## src/rtl/reg32_pkg.sv

```systemverilog
// Shared constants and state encoding for the 16 x 32-bit register bank
// read-back path.
package reg32_pkg;

    localparam int DW   = 32;
    localparam int AW   = 4;
    localparam int NREG = 16;

    typedef enum logic [0:0] {
        IDLE = 1'b0,
        RUN  = 1'b1
    } state_e;

    // Bank index successor; wraps 15 -> 0 by truncation to AW bits.
    function automatic logic [AW-1:0] next_addr(input logic [AW-1:0] addr);
        return addr + 4'd1;
    endfunction

endpackage

```

## src/rtl/reg32_rd_mux.sv

```systemverilog
// Combinational 16:1 word selector over the bank outputs.
module reg32_rd_mux
    import reg32_pkg::*;
(
    input  logic [AW-1:0] sel,
    input  logic [DW-1:0] words [NREG],
    output logic [DW-1:0] word
);

    // Pick the addressed bank word.
    always_comb begin
        word = words[sel];
    end

endmodule

```

## src/rtl/reg32_rd.sv

```systemverilog
// Burst read-back controller: streams words of the register bank onto a
// valid/ready port, starting at start_addr with 4-bit wrap-around.
module reg32_rd
    import reg32_pkg::*;
(
    input  logic          clk,
    input  logic          reset_n,
    input  logic          start,
    input  logic [AW-1:0] start_addr,
    input  logic [AW-1:0] burst_len,
    input  logic          abort,
    input  logic [DW-1:0] data_in0,
    input  logic [DW-1:0] data_in1,
    input  logic [DW-1:0] data_in2,
    input  logic [DW-1:0] data_in3,
    input  logic [DW-1:0] data_in4,
    input  logic [DW-1:0] data_in5,
    input  logic [DW-1:0] data_in6,
    input  logic [DW-1:0] data_in7,
    input  logic [DW-1:0] data_in8,
    input  logic [DW-1:0] data_in9,
    input  logic [DW-1:0] data_in10,
    input  logic [DW-1:0] data_in11,
    input  logic [DW-1:0] data_in12,
    input  logic [DW-1:0] data_in13,
    input  logic [DW-1:0] data_in14,
    input  logic [DW-1:0] data_in15,
    output logic [DW-1:0] rd_data,
    output logic          rd_valid,
    input  logic          rd_ready,
    output logic          rd_last,
    output logic [AW-1:0] rd_idx,
    output logic          busy
);

    state_e        state_r;
    state_e        state_s;
    logic [AW-1:0] ptr_r;
    logic [AW-1:0] ptr_s;
    logic [AW-1:0] remaining_r;
    logic [AW-1:0] remaining_s;
    logic [DW-1:0] rd_data_s;
    logic          rd_valid_s;
    logic          rd_last_s;
    logic [AW-1:0] rd_idx_s;
    logic          busy_s;
    logic [AW-1:0] sel_s;
    logic [DW-1:0] word_s;
    logic [DW-1:0] bank_s [NREG];

    assign bank_s[0]  = data_in0;
    assign bank_s[1]  = data_in1;
    assign bank_s[2]  = data_in2;
    assign bank_s[3]  = data_in3;
    assign bank_s[4]  = data_in4;
    assign bank_s[5]  = data_in5;
    assign bank_s[6]  = data_in6;
    assign bank_s[7]  = data_in7;
    assign bank_s[8]  = data_in8;
    assign bank_s[9]  = data_in9;
    assign bank_s[10] = data_in10;
    assign bank_s[11] = data_in11;
    assign bank_s[12] = data_in12;
    assign bank_s[13] = data_in13;
    assign bank_s[14] = data_in14;
    assign bank_s[15] = data_in15;

    // One shared selector: the start address feeds the first word, ptr the rest.
    always_comb begin
        if (state_r == IDLE) begin
            sel_s = start_addr;
        end else begin
            sel_s = ptr_r;
        end
    end

    reg32_rd_mux u_mux (
        .sel   (sel_s),
        .words (bank_s),
        .word  (word_s)
    );

    // Next-state and next-output computation; every path defaults to hold.
    always_comb begin
        state_s     = state_r;
        ptr_s       = ptr_r;
        remaining_s = remaining_r;
        rd_data_s   = rd_data;
        rd_valid_s  = rd_valid;
        rd_last_s   = rd_last;
        rd_idx_s    = rd_idx;
        busy_s      = busy;
        case (state_r)
            IDLE: begin
                if (start) begin
                    rd_data_s   = word_s;
                    rd_idx_s    = start_addr;
                    rd_valid_s  = 1'b1;
                    rd_last_s   = (burst_len == 4'd0);
                    ptr_s       = next_addr(start_addr);
                    remaining_s = burst_len;
                    busy_s      = 1'b1;
                    state_s     = RUN;
                end else begin
                    state_s = IDLE;
                end
            end
            RUN: begin
                // abort takes priority over a handshake in the same cycle
                if (abort) begin
                    rd_valid_s = 1'b0;
                    rd_last_s  = 1'b0;
                    busy_s     = 1'b0;
                    state_s    = IDLE;
                end else if (rd_valid && rd_ready) begin
                    if (remaining_r != 4'd0) begin
                        rd_data_s   = word_s;
                        rd_idx_s    = ptr_r;
                        rd_last_s   = (remaining_r == 4'd1);
                        ptr_s       = next_addr(ptr_r);
                        remaining_s = remaining_r - 4'd1;
                    end else begin
                        rd_valid_s = 1'b0;
                        rd_last_s  = 1'b0;
                        busy_s     = 1'b0;
                        state_s    = IDLE;
                    end
                end else begin
                    state_s = RUN;
                end
            end
            default: begin
                rd_valid_s = 1'b0;
                rd_last_s  = 1'b0;
                busy_s     = 1'b0;
                state_s    = IDLE;
            end
        endcase
    end

    // State, counters and registered outputs.
    always_ff @(posedge clk or negedge reset_n) begin
        if (!reset_n) begin
            state_r     <= IDLE;
            ptr_r       <= 4'd0;
            remaining_r <= 4'd0;
            rd_data     <= 32'd0;
            rd_valid    <= 1'b0;
            rd_last     <= 1'b0;
            rd_idx      <= 4'd0;
            busy        <= 1'b0;
        end else begin
            state_r     <= state_s;
            ptr_r       <= ptr_s;
            remaining_r <= remaining_s;
            rd_data     <= rd_data_s;
            rd_valid    <= rd_valid_s;
            rd_last     <= rd_last_s;
            rd_idx      <= rd_idx_s;
            busy        <= busy_s;
        end
    end

endmodule
```

## config.mk

```make
export PLATFORM = sky130hd
export DESIGN_NAME = reg32_rd
export DESIGN_NICKNAME = d
export VERILOG_FILES = /design/src/rtl/reg32_pkg.sv /design/src/rtl/reg32_rd_mux.sv /design/src/rtl/reg32_rd.sv
export SDC_FILE = /design/constraint.sdc
export NUM_CORES = 1
export LEC_CHECK = 0
export ABC_AREA = 1
export CAP_MARGIN = 30
export CORE_AREA = 2 2 216 218
export CTS_CLUSTER_SIZE = 14
export DETAILED_ROUTE_END_ITERATION = 8
export DIE_AREA = 0 0 218 220
export HOLD_SLACK_MARGIN = 0.12
export SYNTH_ARGS = -nofsm -noshare
export SYNTH_HDL_FRONTEND = slang
export SYNTH_SLANG_ARGS = --single-unit
```

## constraint.sdc

```tcl
create_clock -name clk -period 4.7 [get_ports clk]
set_clock_uncertainty 0.2 [all_clocks]
set_input_delay 0.94 -clock clk [delete_from_list [all_inputs] [get_ports clk]]
set_output_delay 0.94 -clock clk [all_outputs]
set_load 0.05 [all_outputs]
```

==> parameters.txt <==
Parameter                              Value

Synth
  Most instantiated flip-flop cell in the synthesis netlist    dfrtp_1
  Mapped Avg Cell Area    4.864 µm²
  Post-synthesis xor/xnor area fraction    0.2269%
  Synthesized Nets    2115
  Post-Synth Adder-Cell Area    0.4863%
  Main combinational cell family by area after synthesis    simple AND/OR/NAND/NOR gates
  Number of flops mapped to enable cells by yosys    0
  Total number of yosys warnings    0
  Register bit total from synthesis    47
  Multiplexer area fraction after synthesis    0%
  Synthesized instance count    1587
  Fraction of the mapped netlist area in compound gates    2.464%
  Post-Synth Simple-Gate Area    66.06%
  Share of synthesized area occupied by flip-flops and latches    15.24%
  Share of synthesized registers carrying an async set or reset    100.0%
  Netlist cell types    32
  Summed instance area of the synthesized netlist    7719 µm²

STA
  Setup ws final    1472 ps
  Final hold violation count    0
  Setup violations, final    0
  TNS Setup    0 ps
  Final period demand of the worst path    3228 ps
  Relative slew slack    33.95%
  Slew at the pin closest to its max-slew limit    990.8 ps
  Maximum achievable frequency    309.8 MHz
  Final critical-path share of the clock period    68.67%
  Total count of max-transition violations in the final report    0
  Unrepaired setup endpoints after global routing    false

Die
  Die outline height    220 µm
  Initial Utilization    16.83%
  Count of standard-cell rows    79
  Die outline width    218 µm
  Top-Level Pins    564
  Total Die Area    47960 µm²
  Core area    45860 µm²

Clock network
  TritonCTS buffer count    5
  CTS tree    done
  Num Clock Sinks    47
  CTS H-tree depth    2
  Number of setup buffers added after CTS    0
  Register clock-pin slew on the reported worst setup and hold paths    70 ps
  Post-cts gate resize count    0
  Clock Tree Buf Depth    2
  Hold-fix buffer count after cts    0
  Cell chosen for the clock root    clkbuf_16
  Source-to-sink clock delay at the later pin of the worst-skew pair    300 ps

Placed design
  Post-DP HPWL    38.02 mm
  Final weighted congestion in routability-driven placement    0.8577
  Port Buffers    563
  Setup WS pre-CTS    1081 ps

Drt
  First-pass iteration count of the detailed router    5
  Detailed Route Iter0 Violations    609
  Total number of vias    11.67k
  Post-route DRC    0
  Average via count per standard cell    4.358
  Routed Antenna Nets    0
  Aggregate routed wire length    47.72 mm
  WL per Instance    17.83 µm

Worst hold path
  Depth of the worst hold-timing path    2
  Hold path startpoint    rd_idx[2]
  Worst Hold Endpoint    rd_idx[2]
  Class of the worst hold path    reg -> reg

Global routing
  Via count of the first global-routing pass    11.35k
  Global-route congestion overflow total    0
  First-pass GRT wire length    68.25 mm
  Overall routing resource usage    18.86%
  Initial antenna violation count    1
  Maximum number of pins on one net before global-route repair    105

Setup path
  Worst setup path category    in -> reg
  Number of cell instances on the worst register-to-register path    11
  Critical R2R Capture    rd_data[14]
  Critical path capture point type    flop
  CP max FO    36
  Launch instance of the worst register-to-register path    state_r
  Minimum setup slack among reg-to-reg paths    1560 ps
  Crit start category    primary input
  Worst EP arrival    3250 ps
  Critical Path RT    4730 ps

Run status
  Result of the run    complete, no violations

Cells and area
  Area growth from synthesis to layout    81.52%
  Layout cell share with drive strength beyond 1    2.657%
  Fillers    5199
  Number of nets at the end of the flow    2597
  Diode count    0

Pwr
  PwrDens    580.7 nW/µm²
  Leakage power    6.816 nW
  Largest voltage drop on the vdd net    433.1 µV

Run
  Number of maximum-capacitance constraint violations    0
final cells by class:
| type | count | area (µm²) | share of cell area [%] |
|---|---|---|---|
| multi-input combinational | 1263 | 5406 | 38.59 |
| tap | 607 | 759.5 | 5.421 |
| inverter | 170 | 640.6 | 4.572 |
| clock inverter | 2 | 16.27 | 0.1161 |
| sequential | 47 | 1176 | 8.394 |
| timing repair buffer | 582 | 5873 | 41.92 |
| clock buffer | 6 | 138.9 | 0.9912 |
worst max-delay path, cell delays in order:
cell and delay [ps]:
clkdlybuf4s50_1 470, nand2_1 140, nand2_4 200, nor2_4 620, buf_12 290, nand2_1 80
nand2_1 70, inv_1 50, nand2_1 170, nand2_1 80, nand3_1 110
where the power goes:
group / leakage (nW) / switching [mW] / internal (mW)
Clock: 0.0731 / 0.173 / 0.213
Sequential: 0.573 / 0.152 / 0.607
Combinational: 6.17 / 4.79 / 2.20
Total: 6.82 / 5.11 / 3.02
cells in the mapped netlist (4+ instances only):
cell type	number	area share (%)
o21ai_0	13	0.84
or2_2	7	0.57
buf_1	9	0.44
nand3b_1	7	0.68
nand2_2	5	0.41
buf_2	65	4.2
buf_4	12	1.2
inv_2	4	0.19
buf_6	4	0.58
nand3_1	321	21
dfrtp_1	47	15
inv_1	165	8.0
a21oi_1	10	0.65
clkbuf_1	17	0.83
nand2_1	861	42
nor2_1	15	0.73
registers in the layout (all words and copies together), names as in the netlist:
signal,count
busy,1
rd_data,32
rd_last,1
remaining_r,4
rd_idx,4
ptr_r,4
state_r,1
placed cells by master (no fill, tap or decap):
| cell | n |
|---|---|
| buf_2 | 1 |
| o21ai_2 | 1 |
| nand3b_1 | 7 |
| inv_2 | 4 |
| a22o_1 | 1 |
| o21ai_1 | 2 |
| nand2_1 | 860 |
| nand3_4 | 1 |
| a22oi_1 | 1 |
| buf_12 | 8 |
| nand4_1 | 2 |
| dfrtp_1 | 47 |
| clkbuf_8 | 1 |
| clkinv_4 | 1 |
| xor2_1 | 2 |
| buf_4 | 11 |
| nand2_8 | 2 |
| clkbuf_16 | 5 |
| inv_1 | 165 |
| clkinvlp_4 | 1 |
| clkdlybuf4s50_1 | 562 |
| o21ai_0 | 13 |
| o21bai_1 | 1 |
| nor2_4 | 4 |
| nor2_1 | 14 |
| nor3_1 | 1 |
| ha_1 | 3 |
| or2_2 | 7 |
| nand2_2 | 4 |
| nand3_1 | 321 |
| or2_1 | 1 |
| nand2_4 | 1 |
| o211ai_1 | 2 |
| inv_4 | 1 |
| a21oi_1 | 10 |
| o21ai_4 | 2 |
cells by family (layout without fill, tap and decap cells):
| kind of cell | Yosys count | after routing |
|---|---|---|
| compound gates | 33 | 33 |
| xor+xnor | 2 | 2 |
| buf+inv | 277 | 760 |
| simple gates | 1225 | 1225 |
| fa+ha+maj | 3 | 3 |
| flops | 47 | 47 |
through the flow:
| step | hold slack [ps] | util, % | total power [mW] | cells | instance area [µm²] |
|---|---|---|---|---|---|
| 6_report | 290.2 | 30.55 | 8.135 | 2677 | 14010 |
| 5_1_grt | 309.8 | 30.55 | 8.928 | 2677 | 14010 |
| 4_1_cts | 294.5 | 30.55 | 8.275 | 2677 | 14010 |
| 3_5_place_dp | 279.4 | 30.21 | 7.857 | 2669 | 13860 |
| 3_3_place_gp | 264.7 | 30.21 | 7.873 | 2669 | 13860 |
| 2_1_floorplan | 251.2 | - | 5.117 | 1587 | 7719 |
metal layers:
metal / part of all wire, % / GRT usage [%]
met1: 44 / 24.46
met2: 47 / 32.69
met3: 7.0 / 2.719
met4: 2.2 / 4.717
met5: 0.027 / 0
worst max path at each step:
stage,from,to,slack (ps)
floorplan,start_addr[0],ptr_r[2],2490
global route,start,rd_data[30],1300
CTS,start_addr[1],rd_data[4],1390
detailed placement,start_addr[1],rd_data[4],1080
global placement,start_addr[1],rd_data[4],1090
finish,start_addr[1],rd_data[14],1470
Power figures use the tool's default switching activity.
